### src/rtl/mm_pkg.sv
// Shared constants and state encoding for the array-multiplier byte interface.
// Byte order (LSB first) and word packing are common to the operand loader and result TX.
package mm_pkg;

    localparam int unsigned N_ELEM  = 9;
    localparam int unsigned ELEM_W  = 18;
    localparam int unsigned BPE     = 3;
    localparam int unsigned FLAT_W  = N_ELEM * ELEM_W;
    localparam int unsigned ELEM_CW = 4;
    localparam int unsigned BYTE_CW = 2;

    typedef enum logic [1:0] {
        StIdle = 2'd0,
        StSend = 2'd1,
        StDone = 2'd2,
        StChk  = 2'd3
    } tx_state_e;

endpackage

### src/rtl/mm_result_tx_if.sv
// Byte-stream valid/ready handshake between the result transmitter and its consumer.
interface mm_result_tx_if;

    logic [7:0] out_data;
    logic       out_valid;
    logic       out_ready;

    modport master (
        output out_data,
        output out_valid,
        input  out_ready
    );

    modport slave (
        input  out_data,
        input  out_valid,
        output out_ready
    );

endinterface

### src/rtl/mm_byte_sel.sv
// Combinational byte picker: byte b (LSB first) of word e from the packed shadow register.
module mm_byte_sel
    import mm_pkg::*;
(
    input  logic [FLAT_W-1:0]  shadow_i,
    input  logic [ELEM_CW-1:0] elem_i,
    input  logic [BYTE_CW-1:0] byte_i,
    output logic [7:0]         byte_o
);

    logic [ELEM_W-1:0]  word;
    logic [BPE*8-1:0]   padded;

    always_comb begin
        word = '0;
        for (int i = 0; i < int'(N_ELEM); i++) begin
            if (elem_i == ELEM_CW'(i)) begin
                word = shadow_i[i*ELEM_W +: ELEM_W];
            end
        end
    end

    // Top bits of the last byte are zero-padded.
    assign padded = {{(BPE * 8 - ELEM_W){1'b0}}, word};

    always_comb begin
        byte_o = '0;
        for (int b = 0; b < int'(BPE); b++) begin
            if (byte_i == BYTE_CW'(b)) begin
                byte_o = padded[b*8 +: 8];
            end
        end
    end

endmodule

### src/rtl/mm_result_tx.sv
// Result transmitter: snapshots C on start and streams it LSB byte first over valid/ready.
// Optional trailing XOR checksum byte when MM_RESULT_TX_CHECKSUM_EN is defined.
module mm_result_tx
    import mm_pkg::*;
(
    input  logic              clk,
    input  logic              rst_n,
    input  logic              start,
    input  logic [FLAT_W-1:0] c_flat,
    mm_result_tx_if.master    tx,
    output logic              done
);

    tx_state_e            state_q, state_d;
    logic [FLAT_W-1:0]    shadow_q, shadow_d;
    logic [ELEM_CW-1:0]   elem_q, elem_d;
    logic [BYTE_CW-1:0]   byte_q, byte_d;
    logic [7:0]           sel_byte;
    logic                 xfer;
`ifdef MM_RESULT_TX_CHECKSUM_EN
    logic [7:0]           xor_q, xor_d;
`endif

    mm_byte_sel u_byte_sel (
        .shadow_i (shadow_q),
        .elem_i   (elem_q),
        .byte_i   (byte_q),
        .byte_o   (sel_byte)
    );

    assign xfer = tx.out_valid & tx.out_ready;

    always_comb begin
        state_d  = state_q;
        shadow_d = shadow_q;
        elem_d   = elem_q;
        byte_d   = byte_q;
`ifdef MM_RESULT_TX_CHECKSUM_EN
        xor_d    = xor_q;
`endif
        case (state_q)
            StIdle: begin
                if (start) begin
                    shadow_d = c_flat;
                    elem_d   = '0;
                    byte_d   = '0;
`ifdef MM_RESULT_TX_CHECKSUM_EN
                    xor_d    = '0;
`endif
                    state_d  = StSend;
                end
            end
            StSend: begin
                if (xfer) begin
`ifdef MM_RESULT_TX_CHECKSUM_EN
                    xor_d = xor_q ^ sel_byte;
`endif
                    if (byte_q == BYTE_CW'(BPE - 1)) begin
                        byte_d = '0;
                        if (elem_q == ELEM_CW'(N_ELEM - 1)) begin
                            elem_d = '0;
`ifdef MM_RESULT_TX_CHECKSUM_EN
                            state_d = StChk;
`else
                            state_d = StDone;
`endif
                        end else begin
                            elem_d = elem_q + 1'b1;
                        end
                    end else begin
                        byte_d = byte_q + 1'b1;
                    end
                end
            end
`ifdef MM_RESULT_TX_CHECKSUM_EN
            StChk: begin
                if (xfer) begin
                    state_d = StDone;
                end
            end
`endif
            StDone: begin
                // Holding start keeps us here so the frame is not resent.
                if (!start) begin
                    state_d = StIdle;
                end
            end
            default: state_d = StIdle;
        endcase
    end

    always_ff @(posedge clk or negedge rst_n) begin
        if (!rst_n) begin
            state_q  <= StIdle;
            shadow_q <= '0;
            elem_q   <= '0;
            byte_q   <= '0;
`ifdef MM_RESULT_TX_CHECKSUM_EN
            xor_q    <= '0;
`endif
        end else begin
            state_q  <= state_d;
            shadow_q <= shadow_d;
            elem_q   <= elem_d;
            byte_q   <= byte_d;
`ifdef MM_RESULT_TX_CHECKSUM_EN
            xor_q    <= xor_d;
`endif
        end
    end

    // Outputs decode only registered state, so they clear as soon as reset asserts.
    always_comb begin
        tx.out_valid = 1'b0;
        tx.out_data  = '0;
        done         = 1'b0;
        case (state_q)
            StSend: begin
                tx.out_valid = 1'b1;
                tx.out_data  = sel_byte;
            end
`ifdef MM_RESULT_TX_CHECKSUM_EN
            StChk: begin
                tx.out_valid = 1'b1;
                tx.out_data  = xor_q;
            end
`endif
            StDone: done = 1'b1;
            default: ;
        endcase
    end

endmodule

### src/flat_wrapper.sv
// flat-port wrapper written by rule: the top's interface ports become plain ports
module mm_result_tx_flat import mm_pkg::*;
  (clk, rst_n, start, c_flat, done, tx_out_data, tx_out_valid, tx_out_ready);
  mm_result_tx_if tx_i ();
  input  logic clk;
  input  logic rst_n;
  input  logic start;
  input  logic [FLAT_W-1:0] c_flat;
  output logic done;
  output wire logic [$bits(tx_i.out_data)-1:0] tx_out_data;
  output wire logic [$bits(tx_i.out_valid)-1:0] tx_out_valid;
  input wire logic [$bits(tx_i.out_ready)-1:0] tx_out_ready;
  assign tx_out_data = tx_i.out_data;
  assign tx_out_valid = tx_i.out_valid;
  assign tx_i.out_ready = tx_out_ready;
  mm_result_tx u_core (.clk(clk), .rst_n(rst_n), .start(start), .c_flat(c_flat), .tx(tx_i), .done(done));
endmodule
### config.mk
export PLATFORM = sky130hd
export DESIGN_NAME = mm_result_tx_flat
export DESIGN_NICKNAME = d
export VERILOG_FILES = /design/src/rtl/mm_pkg.sv /design/src/rtl/mm_result_tx_if.sv /design/src/rtl/mm_byte_sel.sv /design/src/rtl/mm_result_tx.sv /design/src/flat_wrapper.sv
export SDC_FILE = /design/constraint.sdc
export NUM_CORES = 1
export LEC_CHECK = 0
export CAP_MARGIN = 20
export CORE_UTILIZATION = 43
export CTS_BUF_LIST = sky130_fd_sc_hd__clkbuf_4 sky130_fd_sc_hd__clkbuf_8
export CTS_CLUSTER_DIAMETER = 120
export DETAILED_ROUTE_END_ITERATION = 10
export PLACE_DENSITY = 0.77
export SKIP_CTS_REPAIR_TIMING = 1
export SLEW_MARGIN = 20
export SYNTH_ARGS = -nofsm -noshare
export SYNTH_HDL_FRONTEND = slang
export SYNTH_SLANG_ARGS = --single-unit
### constraint.sdc
create_clock -name clk -period 4.71 [get_ports clk]
set_clock_uncertainty 0.2 [all_clocks]
set_input_delay 0.7065 -clock clk [delete_from_list [all_inputs] [get_ports clk]]
set_output_delay 0.7065 -clock clk [all_outputs]
set_load 0.005 [all_outputs]
==> flow_summary.json <==
{
  "status": "completed",
  "powerDensity_nw_per_um2": 543,
  "seq_area_um2": 4250,
  "setup_tns_ps": 0,
  "wl_per_cell_um": 21.5,
  "final_util_pct": 57.5,
  "period_minus_slack_ps": 4550,
  "synth.distinct_cells": 58,
  "nFillCells": 1500,
  "worst-path-buf-inv": 3,
  "cts_root_buffer": "clkbuf_8",
  "io_buffers": 175,
  "cp-end-kind": "output port",
  "grt-ovfl-total": 0,
  "synth_edf_count": 0,
  "maxCapViolCount": 0,
  "critical_path_class": "register to output port",
  "drtIter0Drc": 782,
  "startpoint": "u_core.elem_q[1]$_DFFE_PN0P_",
  "comb_power_share_pct": 37.8,
  "critical_path.max_stage_delay_ps": 630,
  "boundaryPins": 176,
  "synthCells": 677,
  "yosys_warnings": 0,
  "path_max_fanout": 36,
  "first_pass_iters": 6,
  "hold_violations": 0,
  "synthesis.nets": 847,
  "fin_crit_sh_pct": 96.6,
  "dpl.hpwl_mm": 17.2,
  "numCtsBuffers": 17,
  "ir_drop_mv": 0.282,
  "total_power_w": 0.00571,
  "path_cells": "inv_1 > ha_2 > buf_4 > a21o_1 > o221ai_1 > a21boi_0 > o21ai_0 > a211oi_1 > clkdlybuf4s50_1",
  "worst_ep_required_time_ps": 3800,
  "hold_ws_ps": 42.2,
  "start_kind": "register",
  "rsz0062_at_grt": "false",
  "setup-violations-final": 0,
  "grt_max_degree": 102,
  "clock_latency_ps": 480,
  "die_area_um2": 19500,
  "drive_gt1_share_pct": 25.3,
  "p_sw_share_pct": 35.9,
  "cts_tree": "built",
  "report.final.slew_viol_count": 0,
  "syn-cell-area_um2": 8150,
  "leakage_nw": 4.18,
  "place_inst": 1047,
  "p_clk_share_pct": 18.8,
  "grt_pass1_vias": 6523,
  "antenna_cells": 0,
  "clkTransAtPathRegs_ps": 90,
  "clkSinkCount": 170,
  "antenna_found_initial": 0,
  "fp.coreArea_um2": 18300,
  "routed_wl_mm": 23.2,
  "drc": 0,
  "p_sw_w": 0.00205,
  "avgViaCountPerCell": 5.95,
  "ys_seq_area_share_pct": 52.2,
  "worst_path_dominant_cell_family": "compound AO/OA/AOI/OAI gates",
  "grt_usage_pct": 24.3,
  "fmax_ghz": 0.220,
  "intPower_w": 0.00366,
  "postRouteAntennaNets": 0,
  "placement_rows": 49,
  "die_h_um": 140,
  "p_seq_share_pct": 43.3,
  "die_w_um": 140,
  "worst_path_max_delay_cell": "ha_2",
  "hold_path_class": "input pin to asynchronous set/reset pin",
  "relSlewSlack_pct": 24.8,
  "multi_input_area_um2": 3570,
  "cts_max_level": 4,
  "async_flop_share_pct": 100,
  "syn_to_final_growth_pct": 29.0,
  "r2r_start": "u_core.elem_q[0]$_DFFE_PN0P_",
  "gpl.final_weighted_congestion": 0.968,
  "syn_area_per_cell_um2": 12.0,
  "grt_pass1_wl_mm": 35.5,
  "final_cells": 1078,
  "clockBufferDepth": 2,
  "num_vias": 6419,
  "worst_pin_slew_ps": 1120,
  "num-nets-final": 1007,
  "initial_utilization_pct": 44.6,
  "critical_path_arrival_ps": 3650,
  "synth-seq-cells": 170,
  "synthFlopType": "dfrtp_1"
}
-- cells by family after synthesis --
kind of cell,count (synthesis),share of synthesized area (%)
muxes,155,21.4
DFF,170,52.2
adders and majority gates,4,0.614
and+or+nand+nor,100,6.34
buffers and inverters,66,4.09
AOI/OAI and AO/OA,182,15.3
-- layout make-up --
type | instances | share of cell area, %
flip-flops and latches | 170 | 40.5
multi-input cells | 441 | 33.9
clock inverters | 13 | 1.48
clock buffers | 18 | 2.36
inverters | 13 | 0.465
repair buffers | 194 | 18.5
well taps | 229 | 2.73
-- sequential cells by signal, summed over array words and instances, names as in the netlist --
register         cells
u_core.byte_q        2
u_core.state_q       2
u_core.shadow_q    162
u_core.elem_q        4
-- cell usage after synthesis, types with 5 or more instances --
cell,count,share of area (%)
a211o_1,5,0.54
a211oi_1,5,0.46
a21oi_1,37,2.3
a221oi_1,19,2.0
a22oi_1,10,0.92
a31oi_1,5,0.38
buf_2,38,2.3
clkbuf_1,9,0.41
dfrtp_1,170,52
inv_1,10,0.46
mux2_2,155,21
nand2_1,34,1.6
nand2b_1,8,0.61
nand3b_1,10,0.92
nor2_1,22,1.0
nor2b_1,7,0.54
o21ai_0,38,2.3
o221ai_1,6,0.65
o22ai_1,13,1.0
o31ai_1,7,0.65
-- path summary, 6_finish.rpt --
path | endpoint | slack [ps] | cells past startpoint
worst min register to register | u_core.shadow_q[42]$_DFFE_PN0P_ | 320 | 1
worst max-delay path | tx_out_data[7] | 160 | 9
worst max register to register | u_core.elem_q[3]$_DFFE_PN0P_ | 2170 | 7
min in group clk | u_core.shadow_q[42]$_DFFE_PN0P_ | 320 | 1
max in group asynchronous | u_core.shadow_q[112]$_DFFE_PN0P_ | 3340 | 2
worst min-delay path | u_core.shadow_q[65]$_DFFE_PN0P_ | 40 | 1
-- per-stage QoR --
step	setup slack, ps	instance area, µm²
after detailed placement	781	10100
after CTS	243	10500
after global routing	26.0	10500
after floorplan	1950	8150
final	158	10500
after global placement	850	10100
-- layer usage --
metal  share of wire, %  global-route usage [%]  vias up
met5                  0                       0        -
met4                3.8                    10.8        0
met3                7.5                    5.40       68
met2                 49                    40.1      346
met1                 40                    30.8     3163
li1                   -                       -     2842
-- cell usage in the layout (no fill, tap or decap), types with 4 or more instances in the layout --
cell type and n:
clkdlybuf4s50_1 174, dfrtp_1 170, mux2_2 155, o21ai_0 38
a21oi_1 37, nand2_1 34, nor2_1 22, a221oi_1 19
clkbuf_8 18, buf_4 15, o22ai_1 13, inv_1 10
a22oi_1 10, nand3b_1 10, nand2b_1 8, nor2b_1 7
o31ai_1 7, inv_6 7, o221ai_1 6, a31oi_1 5
a211oi_1 5, a211o_1 5, a2bb2oi_1 4, and3b_1 4
a21o_1 4, a22o_1 4, buf_12 4
-- power groups by stage --
stage	combinational (W)	sequential [W]	clock (W)
after floorplan	0.00146	0.00224	0
after detailed placement	0.00212	0.00248	0
final	0.00216	0.00247	0.00107
after global routing	0.00232	0.00251	0.00115
after global placement	0.00207	0.00247	0
after CTS	0.00214	0.00246	0.00108
(Power assumes the default switching activity.)
